===== config.mk =====
export PLATFORM = sky130hd
export DESIGN_NAME = mem_bank_cfg_loader
export DESIGN_NICKNAME = d
export VERILOG_FILES = /design/src/rtl/mem_bank_cfg_loader.sv
export SDC_FILE = /design/constraint.sdc
export NUM_CORES = 2
export LEC_CHECK = 0
export BUFFER_PORTS_ARGS = -buffer_cell sky130_fd_sc_hd__buf_4
export CORE_AREA = 2 2 373 375
export DETAILED_ROUTE_END_ITERATION = 12
export DIE_AREA = 0 0 375 377
export PLACE_DENSITY = 0.6
export SLEW_MARGIN = 10
export SYNTH_ARGS = -nofsm -noshare
export SYNTH_HDL_FRONTEND = slang
export SYNTH_SLANG_ARGS = --single-unit
export TNS_END_PERCENT = 5

===== constraint.sdc =====
create_clock -name clk -period 3.85 [get_ports clk]
set_input_delay 0.1925 -clock clk [delete_from_list [all_inputs] [get_ports clk]]
set_output_delay 0.1925 -clock clk [all_outputs]
set_load 0.01 [all_outputs]

===== src/rtl/mem_bank_cfg_loader.sv =====
// Memory-bank configuration region writer: assembles bit-line rows from a
// valid/ready word stream, drives each row onto bl and pulses its word line.
module mem_bank_cfg_loader #(
  parameter int BL_WIDTH = 514,
  parameter int WL_WIDTH = 407,
  parameter int DATA_W   = 32,
  parameter int BL_SETUP = 1,
  parameter int WL_PULSE = 2
) (
  input  logic                clk,
  input  logic                global_reset,
  input  logic                start,
  input  logic [DATA_W-1:0]   cfg_data,
  input  logic                cfg_valid,
  output logic                cfg_ready,
  output logic [0:BL_WIDTH-1] bl,
  output logic [0:WL_WIDTH-1] wl,
  output logic                busy,
  output logic                done
);

  localparam int NW = (BL_WIDTH + DATA_W - 1) / DATA_W;
  localparam int RW = (WL_WIDTH > 1) ? $clog2(WL_WIDTH) : 1;
  localparam int WW = (NW > 1) ? $clog2(NW) : 1;
  localparam int SW = (BL_SETUP > 1) ? $clog2(BL_SETUP) : 1;
  localparam int PW = (WL_PULSE > 1) ? $clog2(WL_PULSE) : 1;

  localparam logic [RW-1:0] LAST_ROW   = RW'(WL_WIDTH - 1);
  localparam logic [WW-1:0] LAST_WORD  = WW'(NW - 1);
  localparam logic [SW-1:0] LAST_SETUP = SW'(BL_SETUP - 1);
  localparam logic [PW-1:0] LAST_PULSE = PW'(WL_PULSE - 1);

  typedef enum logic [2:0] {
    IDLE  = 3'd0,
    LOAD  = 3'd1,
    SETUP = 3'd2,
    PULSE = 3'd3,
    HOLD  = 3'd4,
    DONE  = 3'd5
  } state_t;

  state_t              state_r;
  state_t              state_s;
  logic [RW-1:0]       row_r;
  logic [WW-1:0]       word_r;
  logic [SW-1:0]       setup_r;
  logic [PW-1:0]       pulse_r;
  logic [BL_WIDTH-1:0] buf_r;
  logic [BL_WIDTH-1:0] buf_s;
  logic                xfer_s;

  logic                cfg_ready_r;
  logic                busy_r;
  logic                done_r;
  logic [0:BL_WIDTH-1] bl_r;
  logic [0:WL_WIDTH-1] wl_r;

  logic                cfg_ready_s;
  logic                busy_s;
  logic                done_s;
  logic                bl_on_s;
  logic                wl_on_s;
  logic [0:BL_WIDTH-1] bl_s;
  logic [0:WL_WIDTH-1] wl_s;

  assign xfer_s = cfg_valid & cfg_ready_r;

  // Stream word k lands on bit lines k*DATA_W .. k*DATA_W+DATA_W-1; bits past BL_WIDTH are dropped
  for (genvar j = 0; j < BL_WIDTH; j++) begin : g_buf
    localparam int K = j / DATA_W;
    localparam int I = j % DATA_W;
    assign buf_s[j] = (xfer_s && (word_r == WW'(K))) ? cfg_data[I] : buf_r[j];
    assign bl_s[j]  = bl_on_s & buf_s[j];
  end

  for (genvar r = 0; r < WL_WIDTH; r++) begin : g_wl
    assign wl_s[r] = wl_on_s & (row_r == RW'(r));
  end

  // State register, row/word/phase counters and row buffer
  always_ff @(posedge clk) begin
    if (global_reset) begin
      state_r <= IDLE;
      row_r   <= '0;
      word_r  <= '0;
      setup_r <= '0;
      pulse_r <= '0;
      buf_r   <= '0;
    end else begin
      state_r <= state_s;
      buf_r   <= buf_s;

      if (xfer_s) begin
        word_r <= (word_r == LAST_WORD) ? '0 : word_r + WW'(1);
      end else begin
        word_r <= word_r;
      end

      if ((state_r == HOLD) && (row_r != LAST_ROW)) begin
        row_r <= row_r + RW'(1);
      end else if (((state_r == IDLE) || (state_r == DONE)) && start) begin
        row_r <= '0;
      end else begin
        row_r <= row_r;
      end

      setup_r <= ((state_r == SETUP) && (state_s == SETUP)) ? setup_r + SW'(1) : '0;
      pulse_r <= ((state_r == PULSE) && (state_s == PULSE)) ? pulse_r + PW'(1) : '0;
    end
  end

  // Next-state decode
  always_comb begin
    state_s = state_r;
    case (state_r)
      IDLE: begin
        if (start) state_s = LOAD;
        else       state_s = IDLE;
      end
      LOAD: begin
        if (xfer_s && (word_r == LAST_WORD)) state_s = SETUP;
        else                                 state_s = LOAD;
      end
      SETUP: begin
        if (setup_r == LAST_SETUP) state_s = PULSE;
        else                       state_s = SETUP;
      end
      PULSE: begin
        if (pulse_r == LAST_PULSE) state_s = HOLD;
        else                       state_s = PULSE;
      end
      HOLD: begin
        if (row_r == LAST_ROW) state_s = DONE;
        else                   state_s = LOAD;
      end
      DONE: begin
        if (start) state_s = DONE == DONE ? LOAD : DONE;
        else       state_s = DONE;
      end
      default: state_s = IDLE;
    endcase
  end

  // Output decode from the upcoming state so the registered outputs track state_r
  always_comb begin
    cfg_ready_s = 1'b0;
    busy_s      = 1'b0;
    done_s      = 1'b0;
    bl_on_s     = 1'b0;
    wl_on_s     = 1'b0;
    case (state_s)
      IDLE: begin
        busy_s = 1'b0;
      end
      LOAD: begin
        cfg_ready_s = 1'b1;
        busy_s      = 1'b1;
      end
      SETUP: begin
        busy_s  = 1'b1;
        bl_on_s = 1'b1;
      end
      PULSE: begin
        busy_s  = 1'b1;
        bl_on_s = 1'b1;
        wl_on_s = 1'b1;
      end
      HOLD: begin
        busy_s  = 1'b1;
        bl_on_s = 1'b1;
      end
      DONE: begin
        done_s = 1'b1;
      end
      default: begin
        busy_s = 1'b0;
      end
    endcase
  end

  // Output registers
  always_ff @(posedge clk) begin
    if (global_reset) begin
      cfg_ready_r <= 1'b0;
      busy_r      <= 1'b0;
      done_r      <= 1'b0;
      bl_r        <= '0;
      wl_r        <= '0;
    end else begin
      cfg_ready_r <= cfg_ready_s;
      busy_r      <= busy_s;
      done_r      <= done_s;
      bl_r        <= bl_s;
      wl_r        <= wl_s;
    end
  end

  assign cfg_ready = cfg_ready_r;
  assign busy      = busy_r;
  assign done      = done_r;
  assign bl        = bl_r;
  assign wl        = wl_r;

endmodule


==> impl_metrics.toml <==
[worst_setup_path]
reg2regPathDepth = 7
max_stage_delay_ns = 0.64
cp.arrival_ns = 3.62
crit_chain = "and4b_1, a311o_1, and3_1, a21oi_4, buf_12, buf_4, nor3_1"
path_class = "reg -> reg"
crit_slowest_cell = "dfxtp_1"
crit_end = "bl[324]"
cp-start-kind = "flop"
r2r-end = "bl[324]"
reg2reg_slack_ns = 0.82
critPathLaunch = "word_r[3]"
critPathRequiredTime_ns = 4.44
crit_fanout = 48
endpoint_kind = "flop"
regToRegStartpoint = "word_r[3]"

[clock_network]
clockBufferDepth = 3
insertion_delay_ns = 0.77
cts_buffers = 147
cts_root_buf = "clkbuf_16"
clkTransAtPathRegs_ns = 0.06
cts.sinks = 1457
cts_tree = "yes"
htree_num_levels = 4

[drt]
drt_iter0_drc = 2161
drt_pass1_iterations = 5
viasPerCell = 4.603
vias = 31012
drt-total-wl_um = 152000
ant_nets = 0
wl_per_cell_um = 22.56
drc_errors = 0

[synth]
async_flop_share = 0
yosys.area.top_type = "dfxtp_1"
syn_inst = 3965
synth-xor-area-share = 0.001019
ys_warn_count = 0
synth_top_family_by_area = "simple AND/OR/NAND/NOR gates"
ys_types = 44
netlist.area_leader.share = 0.6786
synth.area.top_cells = "dfxtp_1, mux2i_1, nor2_1"
synth_compound_area_frac = 0.008208
syn_area_per_cell_sq_um = 10.84
ys_seq_area_frac = 0.6786
muxShareOfSynthArea = 0.1125
synth_nets = 4011
synth_edf_count = 0
synth_fa_ha_area_frac = 0.002911
yosys_register_bits = 1457
synth-main-ff-cell = "dfxtp_1"
synth_area_sq_um = 42980
synthSimpleGateAreaFrac = 0.1622

[floorplanning]
ios = 960
dieArea_sq_um = 141400
die_h_um = 377
core_sq_um = 137000
die_w_um = 375
rows = 136
start_util = 0.3138

[timing]
finalCriticalPeriod_ns = 3.033
final_max_slew_viol_count = 0
finalClockSkew_ns = 0.03265
relSlewSlack = 0.2043
setup_viol = 0
hold_viol = 0
grt_setup_unrepaired = "false"
min_period_over_period = 0.7878
fmax_mhz = 329.7
setup_tns_ns = 0
fin_ws_ns = 0.8168
worstMarginPinSlew_ns = 1.194

[global_routing]
first_global_vias = 29480
grt_pass1_wl_um = 212700
grt_usage = 0.2064
grt_max_degree = 247
globalRouteOverflowTotal = 0
antenna_found_initial = 9

[outcome]
status = "finished, final reports clean"

[placed_design]
post-place-ws_ns = 0.8642
placed_cells = 6452
gp_congestion = 0.8311
dp_hpwl_um = 102300
port_buffers = 959

[worst_hold_path]
hp-class = "in -> reg"

[final_layout]
layout_commonest_cell = "dfxtp_1"
syn_to_final_growth_pct = 32.21
final_nets = 4887
diodes = 0
drive_gt1_frac = 0.2561
final_cell_count_no_fill = 6738
most-common-layout-cells = "dfxtp_1, buf_4, nor2_1"

[power]
finalPower_mw = 30.19
power_density_nw_per_um2 = 531.2
ir_worst_vdd_v = 0.0003891
p_leak_nw = 23.56

[run]
maxCapViolCount = 0
## synth_stat cells, types with 2 or more instances
library cell	instances
a211oi_1	6
a21oi_1	41
and2_1	2
and3_1	4
buf_1	3
buf_2	64
buf_4	37
clkbuf_1	220
dfxtp_1	1457
ha_1	10
inv_1	10
mux2i_1	483
nand2_1	96
nand2b_1	5
nand3_1	36
nand4_1	9
nand4b_1	3
nor2_1	913
nor2b_1	41
nor3_1	490
nor3_2	4
nor3b_1	2
nor4_2	2
o21ai_0	4
xor2_1	4
## stage by stage
stage / utilization / hold WS, ns / instance area [sq um]
after detailed placement: 0.3767 / 0.4491 / 51600
after CTS: 0.4149 / 0.02017 / 56830
final: 0.4149 / 0.1095 / 56830
after floorplan: - / 0.3405 / 42990
after global placement: 0.3767 / 0.4400 / 51600
after global routing: 0.4149 / 0.08273 / 56830
## area by class of cell
type,instances,area (sq um)
Inverter,10,37.54
Multi-Input combinational cell,2173,12400
Timing Repair Buffer,1052,8090
Fill cell,13139,80150
Clock inverter,41,524.3
Sequential cell,1457,29170
Tap cell,1794,2245
Clock buffer,211,4364
## layer usage
metal  global-route usage  routed length [um]
met4              0.07441                4794
met3              0.05721               10790
met1               0.2543               64000
met5                    0                  13
met2               0.3443               72390
## what timing repair did
action / in CTS / in global routing
buffers inserted: 0 / 0
hold buffers: 34 / 0
hold endpoints to repair: 425 / 0
resized for setup: 0 / 0
## worst max-delay path: cells and delay by family, from the launching register on
family	cells	cell delay, ns
AND/OR/NAND/NOR	3	0.75
flip-flops	1	0.64
buffers and inverters	2	0.80
AO/OA/AOI/OAI	2	0.63
## registers in the layout (all words and copies together) (netlist names)
signal and cells:
pulse_r 1, wl 407, cfg_ready 1, done 1, busy 1, row_r 9
bl 514, state_r 3, buf_r 514, setup_r 1, word_r 5
## power by group
group	switching [mW]	internal, mW	total [mW]
sequential	0.0158	15.1	15.1
combinational	0.510	0.120	0.630
clock	6.00	8.44	14.4
total	6.53	23.7	30.2
## worst min-delay path by stage
| stage | startpoint | end | slack, ns | depth (start not counted) |
|---|---|---|---|---|
| 3_5_place_dp | buf_r[507] | buf_r[507] | 0.45 | 2 |
| 5_1_grt | cfg_valid | word_r[4] | 0.08 | 4 |
| 3_3_place_gp | buf_r[506] | buf_r[506] | 0.44 | 2 |
| 6_report | cfg_valid | word_r[4] | 0.11 | 4 |
| 4_1_cts | cfg_valid | word_r[4] | 0.02 | 4 |
| 2_1_floorplan | cfg_data[2] | buf_r[482] | 0.34 | 2 |
## kinds of logic after synthesis
family | after synthesis
and+or+nand+nor | 1615
xor gates and xnor gates | 5
DFF | 1457
other | 1
buffers and inverters | 335
adders and majority gates | 10
muxes | 483
AOI/OAI and AO/OA | 59
(Power assumes the default switching activity.)
